==> src/rtl/cpu_pkg.sv <==
// Shared CPU definitions: datapath widths common with the register array,
// ALU opcode values and the execute-stage FSM state encoding.
package cpu_pkg;

    localparam int BITS_DATA_DEF = 32;
    localparam int BITS_ADDR_DEF = 3;
    localparam int BITS_OP_DEF   = 3;

    localparam logic [BITS_OP_DEF-1:0] OP_ADD = 3'd0;
    localparam logic [BITS_OP_DEF-1:0] OP_SUB = 3'd1;
    localparam logic [BITS_OP_DEF-1:0] OP_AND = 3'd2;
    localparam logic [BITS_OP_DEF-1:0] OP_OR  = 3'd3;
    localparam logic [BITS_OP_DEF-1:0] OP_XOR = 3'd4;
    localparam logic [BITS_OP_DEF-1:0] OP_SLT = 3'd5;
    localparam logic [BITS_OP_DEF-1:0] OP_SLL = 3'd6;
    localparam logic [BITS_OP_DEF-1:0] OP_MUL = 3'd7;

    typedef enum logic [1:0] {
        ST_IDLE = 2'd0,
        ST_MUL  = 2'd1,
        ST_DONE = 2'd2
    } state_t;

endpackage

==> src/rtl/alu_multicycle_if.sv <==
// Execute-stage handshake bus.
//   Issue side : inValid/inReady, opcode, operand1, operand2, dirrDestIn
//   Result side: outValid/outReady, result, dirrDestOut, zeroFlag
// The slave modport is the ALU; the master modport is the control/writeback side.
interface alu_multicycle_if
    import cpu_pkg::*;
#(
    parameter int BITS_DATA = BITS_DATA_DEF,
    parameter int BITS_ADDR = BITS_ADDR_DEF,
    parameter int BITS_OP   = BITS_OP_DEF
);
    logic                 inValid;
    logic                 inReady;
    logic [BITS_OP-1:0]   opcode;
    logic [BITS_DATA-1:0] operand1;
    logic [BITS_DATA-1:0] operand2;
    logic [BITS_ADDR-1:0] dirrDestIn;
    logic                 outValid;
    logic                 outReady;
    logic [BITS_DATA-1:0] result;
    logic [BITS_ADDR-1:0] dirrDestOut;
    logic                 zeroFlag;

    modport slave (
        input  inValid, opcode, operand1, operand2, dirrDestIn, outReady,
        output inReady, outValid, result, dirrDestOut, zeroFlag
    );

    modport master (
        output inValid, opcode, operand1, operand2, dirrDestIn, outReady,
        input  inReady, outValid, result, dirrDestOut, zeroFlag
    );
endinterface

==> src/rtl/shift_add_multiplier.sv <==
// Iterative shift-add multiplier producing the low BITS_DATA bits of an
// unsigned product. A start pulse loads the operands; exactly BITS_DATA
// iterations follow, and done pulses during the last one with product
// already including that final partial product.
//   clk, reset   : clock, synchronous active-high reset
//   start        : load multiplicand/multiplier, clear accumulator
//   multiplicand : operand shifted left each iteration
//   multiplier   : operand shifted right each iteration (LSB gates the add)
//   done         : high in the final iteration cycle
//   product      : accumulator plus the current partial product
module shift_add_multiplier
    import cpu_pkg::*;
#(
    parameter int BITS_DATA = BITS_DATA_DEF
) (
    input  logic                 clk,
    input  logic                 reset,
    input  logic                 start,
    input  logic [BITS_DATA-1:0] multiplicand,
    input  logic [BITS_DATA-1:0] multiplier,
    output logic                 done,
    output logic [BITS_DATA-1:0] product
);
    localparam int CNT_W = (BITS_DATA > 1) ? $clog2(BITS_DATA) : 1;
    localparam logic [CNT_W-1:0] LAST_COUNT = CNT_W'(BITS_DATA - 1);
    localparam logic [CNT_W-1:0] CNT_ONE    = CNT_W'(1);

    logic [BITS_DATA-1:0] mcand_r;
    logic [BITS_DATA-1:0] mplier_r;
    logic [BITS_DATA-1:0] acc_r;
    logic [BITS_DATA-1:0] acc_sum_s;
    logic [CNT_W-1:0]     count_r;
    logic                 busy_r;

    // Accumulator plus the partial product selected by the multiplier LSB
    always_comb begin
        acc_sum_s = acc_r;
        if (mplier_r[0]) begin
            acc_sum_s = acc_r + mcand_r;
        end else begin
            acc_sum_s = acc_r;
        end
    end

    assign done    = busy_r && (count_r == LAST_COUNT);
    assign product = acc_sum_s;

    // Operand load on start, then one shift-add iteration per cycle
    always_ff @(posedge clk) begin
        if (reset) begin
            mcand_r  <= '0;
            mplier_r <= '0;
            acc_r    <= '0;
            count_r  <= '0;
            busy_r   <= 1'b0;
        end else if (start) begin
            mcand_r  <= multiplicand;
            mplier_r <= multiplier;
            acc_r    <= '0;
            count_r  <= '0;
            busy_r   <= 1'b1;
        end else if (busy_r) begin
            acc_r    <= acc_sum_s;
            mcand_r  <= mcand_r << 1;
            mplier_r <= mplier_r >> 1;
            if (done) begin
                busy_r  <= 1'b0;
                count_r <= '0;
            end else begin
                count_r <= count_r + CNT_ONE;
            end
        end
    end
endmodule

==> src/rtl/alu_multicycle.sv <==
// Execute stage: single-cycle ALU ops plus an iterative multiply, with a
// valid/ready handshake on the issue and result sides. One op is in flight
// at a time; the result is held in DONE until writeback takes it.
//   clk, reset : clock, synchronous active-high reset
//   bus        : alu_multicycle_if slave (issue + result handshakes)
module alu_multicycle
    import cpu_pkg::*;
#(
    parameter int BITS_DATA = BITS_DATA_DEF,
    parameter int BITS_ADDR = BITS_ADDR_DEF,
    parameter int BITS_OP   = BITS_OP_DEF
) (
    input  logic              clk,
    input  logic              reset,
    alu_multicycle_if.slave   bus
);
    localparam int SHAMT_W = (BITS_DATA > 1) ? $clog2(BITS_DATA) : 1;
    localparam logic [BITS_DATA-1:0] DATA_ONE = BITS_DATA'(1);

    state_t               state_r;
    state_t               state_nxt_s;
    logic                 in_ready_r;
    logic                 out_valid_r;
    logic                 in_ready_nxt_s;
    logic                 out_valid_nxt_s;
    logic [BITS_DATA-1:0] result_r;
    logic [BITS_ADDR-1:0] dest_r;
    logic                 zero_r;
    logic [BITS_OP-1:0]   op_s;
    logic [BITS_DATA-1:0] alu_s;
    logic [BITS_DATA-1:0] mul_product_s;
    logic                 accept_s;
    logic                 mul_start_s;
    logic                 mul_done_s;

    assign op_s        = bus.opcode;
    // in_ready_r is high exactly in IDLE, so this is the accept condition
    assign accept_s    = bus.inValid && in_ready_r;
    assign mul_start_s = accept_s && (op_s == OP_MUL);

    // Single-cycle ALU result for the opcode presented this cycle
    always_comb begin
        alu_s = '0;
        case (op_s)
            OP_ADD:  alu_s = bus.operand1 + bus.operand2;
            OP_SUB:  alu_s = bus.operand1 - bus.operand2;
            OP_AND:  alu_s = bus.operand1 & bus.operand2;
            OP_OR:   alu_s = bus.operand1 | bus.operand2;
            OP_XOR:  alu_s = bus.operand1 ^ bus.operand2;
            OP_SLT:  alu_s = ($signed(bus.operand1) < $signed(bus.operand2)) ? DATA_ONE : '0;
            OP_SLL:  alu_s = bus.operand1 << bus.operand2[SHAMT_W-1:0];
            default: alu_s = '0;
        endcase
    end

    shift_add_multiplier #(
        .BITS_DATA (BITS_DATA)
    ) u_mul (
        .clk          (clk),
        .reset        (reset),
        .start        (mul_start_s),
        .multiplicand (bus.operand1),
        .multiplier   (bus.operand2),
        .done         (mul_done_s),
        .product      (mul_product_s)
    );

    // FSM state register; handshake outputs are registered alongside it
    always_ff @(posedge clk) begin
        if (reset) begin
            state_r     <= ST_IDLE;
            in_ready_r  <= 1'b1;
            out_valid_r <= 1'b0;
        end else begin
            state_r     <= state_nxt_s;
            in_ready_r  <= in_ready_nxt_s;
            out_valid_r <= out_valid_nxt_s;
        end
    end

    // FSM next-state logic
    always_comb begin
        state_nxt_s = state_r;
        case (state_r)
            ST_IDLE: begin
                if (accept_s) begin
                    state_nxt_s = (op_s == OP_MUL) ? ST_MUL : ST_DONE;
                end else begin
                    state_nxt_s = ST_IDLE;
                end
            end
            ST_MUL: begin
                if (mul_done_s) begin
                    state_nxt_s = ST_DONE;
                end else begin
                    state_nxt_s = ST_MUL;
                end
            end
            ST_DONE: begin
                if (bus.outReady) begin
                    state_nxt_s = ST_IDLE;
                end else begin
                    state_nxt_s = ST_DONE;
                end
            end
            default: state_nxt_s = ST_IDLE;
        endcase
    end

    // FSM outputs decoded from the next state so they register with it
    always_comb begin
        in_ready_nxt_s  = 1'b0;
        out_valid_nxt_s = 1'b0;
        case (state_nxt_s)
            ST_IDLE: begin
                in_ready_nxt_s  = 1'b1;
                out_valid_nxt_s = 1'b0;
            end
            ST_MUL: begin
                in_ready_nxt_s  = 1'b0;
                out_valid_nxt_s = 1'b0;
            end
            ST_DONE: begin
                in_ready_nxt_s  = 1'b0;
                out_valid_nxt_s = 1'b1;
            end
            default: begin
                in_ready_nxt_s  = 1'b0;
                out_valid_nxt_s = 1'b0;
            end
        endcase
    end

    // Result, destination and zero flag capture; held untouched in DONE
    always_ff @(posedge clk) begin
        if (reset) begin
            result_r <= '0;
            dest_r   <= '0;
            zero_r   <= 1'b1;
        end else if (accept_s) begin
            dest_r <= bus.dirrDestIn;
            if (op_s != OP_MUL) begin
                result_r <= alu_s;
                zero_r   <= (alu_s == '0);
            end
        end else if ((state_r == ST_MUL) && mul_done_s) begin
            result_r <= mul_product_s;
            zero_r   <= (mul_product_s == '0);
        end
    end

    assign bus.inReady     = in_ready_r;
    assign bus.outValid    = out_valid_r;
    assign bus.result      = result_r;
    assign bus.dirrDestOut = dest_r;
    assign bus.zeroFlag    = zero_r;
endmodule
==> src/flat_wrapper.sv <==
// flat-port wrapper written by rule: the top's interface ports become plain ports
module alu_multicycle_flat import cpu_pkg::*;
#(
    parameter int BITS_DATA = BITS_DATA_DEF,
    parameter int BITS_ADDR = BITS_ADDR_DEF,
    parameter int BITS_OP   = BITS_OP_DEF
)
  (clk, reset, bus_inValid, bus_opcode, bus_operand1, bus_operand2, bus_dirrDestIn, bus_outReady, bus_inReady, bus_outValid, bus_result, bus_dirrDestOut, bus_zeroFlag);
  alu_multicycle_if #(.BITS_DATA(BITS_DATA), .BITS_ADDR(BITS_ADDR), .BITS_OP(BITS_OP)) bus_i ();
  input  logic clk;
  input  logic reset;
  input wire logic [$bits(bus_i.inValid)-1:0] bus_inValid;
  input wire logic [$bits(bus_i.opcode)-1:0] bus_opcode;
  input wire logic [$bits(bus_i.operand1)-1:0] bus_operand1;
  input wire logic [$bits(bus_i.operand2)-1:0] bus_operand2;
  input wire logic [$bits(bus_i.dirrDestIn)-1:0] bus_dirrDestIn;
  input wire logic [$bits(bus_i.outReady)-1:0] bus_outReady;
  output wire logic [$bits(bus_i.inReady)-1:0] bus_inReady;
  output wire logic [$bits(bus_i.outValid)-1:0] bus_outValid;
  output wire logic [$bits(bus_i.result)-1:0] bus_result;
  output wire logic [$bits(bus_i.dirrDestOut)-1:0] bus_dirrDestOut;
  output wire logic [$bits(bus_i.zeroFlag)-1:0] bus_zeroFlag;
  assign bus_i.inValid = bus_inValid;
  assign bus_i.opcode = bus_opcode;
  assign bus_i.operand1 = bus_operand1;
  assign bus_i.operand2 = bus_operand2;
  assign bus_i.dirrDestIn = bus_dirrDestIn;
  assign bus_i.outReady = bus_outReady;
  assign bus_inReady = bus_i.inReady;
  assign bus_outValid = bus_i.outValid;
  assign bus_result = bus_i.result;
  assign bus_dirrDestOut = bus_i.dirrDestOut;
  assign bus_zeroFlag = bus_i.zeroFlag;
  alu_multicycle #(.BITS_DATA(BITS_DATA), .BITS_ADDR(BITS_ADDR), .BITS_OP(BITS_OP)) u_core (.clk(clk), .reset(reset), .bus(bus_i));
endmodule
==> config.mk <==
export PLATFORM = sky130hd
export DESIGN_NAME = alu_multicycle_flat
export DESIGN_NICKNAME = d
export VERILOG_FILES = /design/src/rtl/cpu_pkg.sv /design/src/rtl/alu_multicycle_if.sv /design/src/rtl/shift_add_multiplier.sv /design/src/rtl/alu_multicycle.sv /design/src/flat_wrapper.sv
export SDC_FILE = /design/constraint.sdc
export NUM_CORES = 1
export LEC_CHECK = 0
export BUFFER_PORTS_ARGS = -buffer_cell sky130_fd_sc_hd__buf_2
export CELL_PAD_IN_SITES_DETAIL_PLACEMENT = 0
export CELL_PAD_IN_SITES_GLOBAL_PLACEMENT = 2
export CORE_MARGIN = 1.5
export CORE_UTILIZATION = 34
export DETAILED_ROUTE_END_ITERATION = 7
export MAX_ROUTING_LAYER = met4
export PLACE_DENSITY = 0.75
export SETUP_SLACK_MARGIN = 0.15
export SLEW_MARGIN = 10
export SYNTH_ARGS = -nofsm -noshare
export SYNTH_HDL_FRONTEND = slang
export SYNTH_SLANG_ARGS = --single-unit
export TNS_END_PERCENT = 50
==> constraint.sdc <==
create_clock -name clk -period 4.5 [get_ports clk]
set_input_delay 0.675 -clock clk [delete_from_list [all_inputs] [get_ports clk]]
set_output_delay 0.675 -clock clk [all_outputs]
set_load 0.03 [all_outputs]
==> results by group <==
CTS
  • Number of buffers created by CTS: 17
  • CTS H-tree lvls: 4
  • Quantity of hold-fixing buffers added after cts: 0
  • CTS tree: built
  • Worst skew pair latency: around 490 ps
  • Post-CTS setup buffer count: 0
  • Num Clock Sinks: between 100 and 150
  • Max clock buf depth: 2
  • Root buffer cell: clkbuf_16
  • Worst-path clk slew: roughly 70 ps

Synth
  • Synth warn: 0
  • Syn avg cell area: just under 8 µm²
  • Post-Syn Area: around 0.016 mm²
  • Share of the yosys chip area belonging to registers: 0.182
  • Top post-synthesis cells by area: dfxtp_1, ha_1, mux2i_1, nor2_1, a211oi_1
  • Top FF cell, synth: dfxtp_1
  • Synth Instances: 2037
  • #FFs+latches synth: 142
  • Syn Nets: 2261
  • Share of the synthesized area in the top cell type: 0.182
  • EDFF count, synth: 0
  • Post-synth ARST share: 0
  • Cell taking the most area after synthesis: dfxtp_1
  • Netlist cell types: 94

STA
  • Max-slew violation count: 0
  • Fmax: 242 MHz
  • Worst rel slew slack: 0.227
  • TNS Setup: 0 ps
  • Final hold violation count: 0
  • Fin crit share: 0.919
  • Slew @ Worst Pin: 1150 ps
  • Final setup fails: 0
  • WHS: 431 ps
  • Min cycle time layout: 4140 ps
  • RSZ-0062 raised after global routing: yes
  • Clock skew: 13.4 ps

Floorplan
  • Initial Utilization: 0.345
  • Site Rows: 78
  • DIE AREA: roughly 0.047 mm²
  • Num ports: approximately 110
  • Core Box Area: 0.0454 mm²
  • Die height: roughly 220 µm
  • Chip width: 218 µm

Routing
  • Final antenna-violating net count: 0
  • Drt first pass iters: 5
  • DR vias/cell: 5.95
  • Detailed-route via count: 16622
  • Avg WL per Cell: 24.8 µm
  • Initial drt markers: 1424
  • DRC viols: 0
  • Total wire length: 69400 µm

Min path
  • Hold Path Class: input port to register
  • Worst hold start: bus_dirrDestIn[2]
  • Hold-critical path depth: 3

Critical path
  • Reg-to-reg endpoint: u_core.bus.zeroFlag
  • Setup crit start kind: input port
  • CP endpoint kind: register
  • R2R setup slack: 430 ps
  • Last element of the critical path: u_core.bus.zeroFlag
  • Critical path fanouts, max: 10
  • Setup crit start: bus_operand1[5]
  • Crit path arrival time: between 4000 and 5000 ps
  • Critical Path RT: 4910 ps
  • Launch point of the worst reg-to-reg path: u_core.u_mul.mcand_r[0]
  • CP Class: input port to register
  • Cell count of the worst reg-to-reg path: 14

GRT
  • Global route total overflow: 0
  • GRT Max-Usage Layer: met2
  • Via count of the first global-routing pass: 16095
  • Largest net degree at the start of global routing: 73
  • Met1 global-route usage: 0.393
  • Global routing usage on met2: 0.470
  • All-layer global routing usage: 0.299
  • Global-route wire length before repair: around 100000 µm
  • Met3 Usage GRT: 0.0403
  • Initial antenna violation count: 1

Pwr
  • Pwr Total: 4.69 mW
  • Leakage power total: roughly 7.5 nW
  • Worst VDD drop: around 240 µV
  • Power Density: 259 mW/mm²

Cells and area
  • Fin cells: ~2800
  • FILL cells: approximately 4800
  • Share of cells above drive strength 1: 0.175
  • Post-layout util: 0.399
  • Nets: around 2400
  • Most frequent cells in the layout: nor2_1, nand2_1, a21oi_1
  • Area Growth Syn to Fin: 15.8%
  • Commonest non-fill, non-tap cell in the layout: nor2_1

Placed design
  • Post-DP HPWL: between 50000 and 60000 µm
  • GPL Wtd Cong: 0.997
  • Port-buffer cells: ~110
  • Placed cells: 2761

Status
  • Status: finished clean

Job
  • Max-cap violations: 0
## area by class of cell
class	instances	area [µm²]	area share
clock buffer	20	478	0.0264
antenna	1	2.50	0.000138
clock inverter	12	149	0.00822
timing repair buffer	269	1770	0.0977
inverter	105	394	0.0218
multi-input combinational	1645	11700	0.647
sequential	142	2850	0.157
tap	600	751	0.0415
## how the worst min path moves through the flow
stage                           endpoint  slack, ps
2_1_floorplan    u_core.u_mul.count_r[4]        450
3_3_place_gp       u_core.bus.result[18]        440
3_5_place_dp        u_core.bus.result[6]        440
4_1_cts        u_core.bus.dirrDestOut[2]        410
5_1_grt        u_core.bus.dirrDestOut[1]        430
6_report       u_core.bus.dirrDestOut[2]        430
## power breakdown
part / switching, mW / internal [mW]
combinational: 1.13 / 0.639
sequential: 0.0486 / 1.32
clock: 0.664 / 0.891
total: 1.84 / 2.85
## state kept, by name, indices dropped and copies added, names as in the netlist
register	flops
u_core.bus.outValid	1
u_core.bus.inReady	1
u_core.bus.dirrDestOut	3
u_core.u_mul.mcand_r	32
u_core.bus.zeroFlag	1
u_core.state_r	2
u_core.u_mul.busy_r	1
u_core.u_mul.mplier_r	32
u_core.u_mul.count_r	5
u_core.u_mul.acc_r	32
u_core.bus.result	32
## kinds of logic after synthesis
group	after synthesis	share of synthesized area
AO/OA/AOI/OAI	650	0.285
flip-flops	142	0.182
multiplexers	164	0.130
XOR/XNOR	42	0.0235
AND/OR/NAND/NOR	639	0.187
adder cells (fa/ha/maj)	150	0.121
buffers and inverters	250	0.0716
## worst max-delay path, stage by stage
cell	delay (ps)
buf_2	240
inv_1	70
ha_1	390
a21oi_1	420
o211ai_1	280
a22oi_1	460
a21oi_1	230
o21ai_0	270
nor2_1	60
a211o_1	300
a21oi_1	350
nand3b_1	120
nor4_1	390
a41oi_1	170
o21ai_1	110
## per-stage QoR
stage / worst slack [ps] / cell area (µm²)
after floorplan: 180 / 15600
after CTS: 390 / 18100
final: 364 / 18100
after detailed placement: -84.7 / 17500
after global routing: 180 / 18100
after global placement: -1.58 / 17500
## synthesized netlist by cell type (all sizes together) (22+ instances only)
library cell,n
a31oi,22
a211oi,112
mux4,28
inv,102
xnor2,26
nor3,33
a22oi,31
o211ai,27
nand2,168
nand3,42
nor2,248
o22ai,30
clkbuf,101
o21ai,91
a21oi,160
dfxtp,142
ha,147
buf,44
mux2i,118
## metal layers
| layer | vias up | wire length (µm) |
|---|---|---|
| met3 | 123 | 3910 |
| met5 | - | 0 |
| li1 | 7847 | - |
| met1 | 8030 | 31600 |
| met4 | 0 | 2080 |
| met2 | 622 | 31800 |
## repair_timing
item                                   CTS  global route
gates resized for setup                  0             2
setup endpoints to repair                0             2
endpoints found under the hold margin    0             0
No activity file was read; power rests on OpenSTA's default activity.
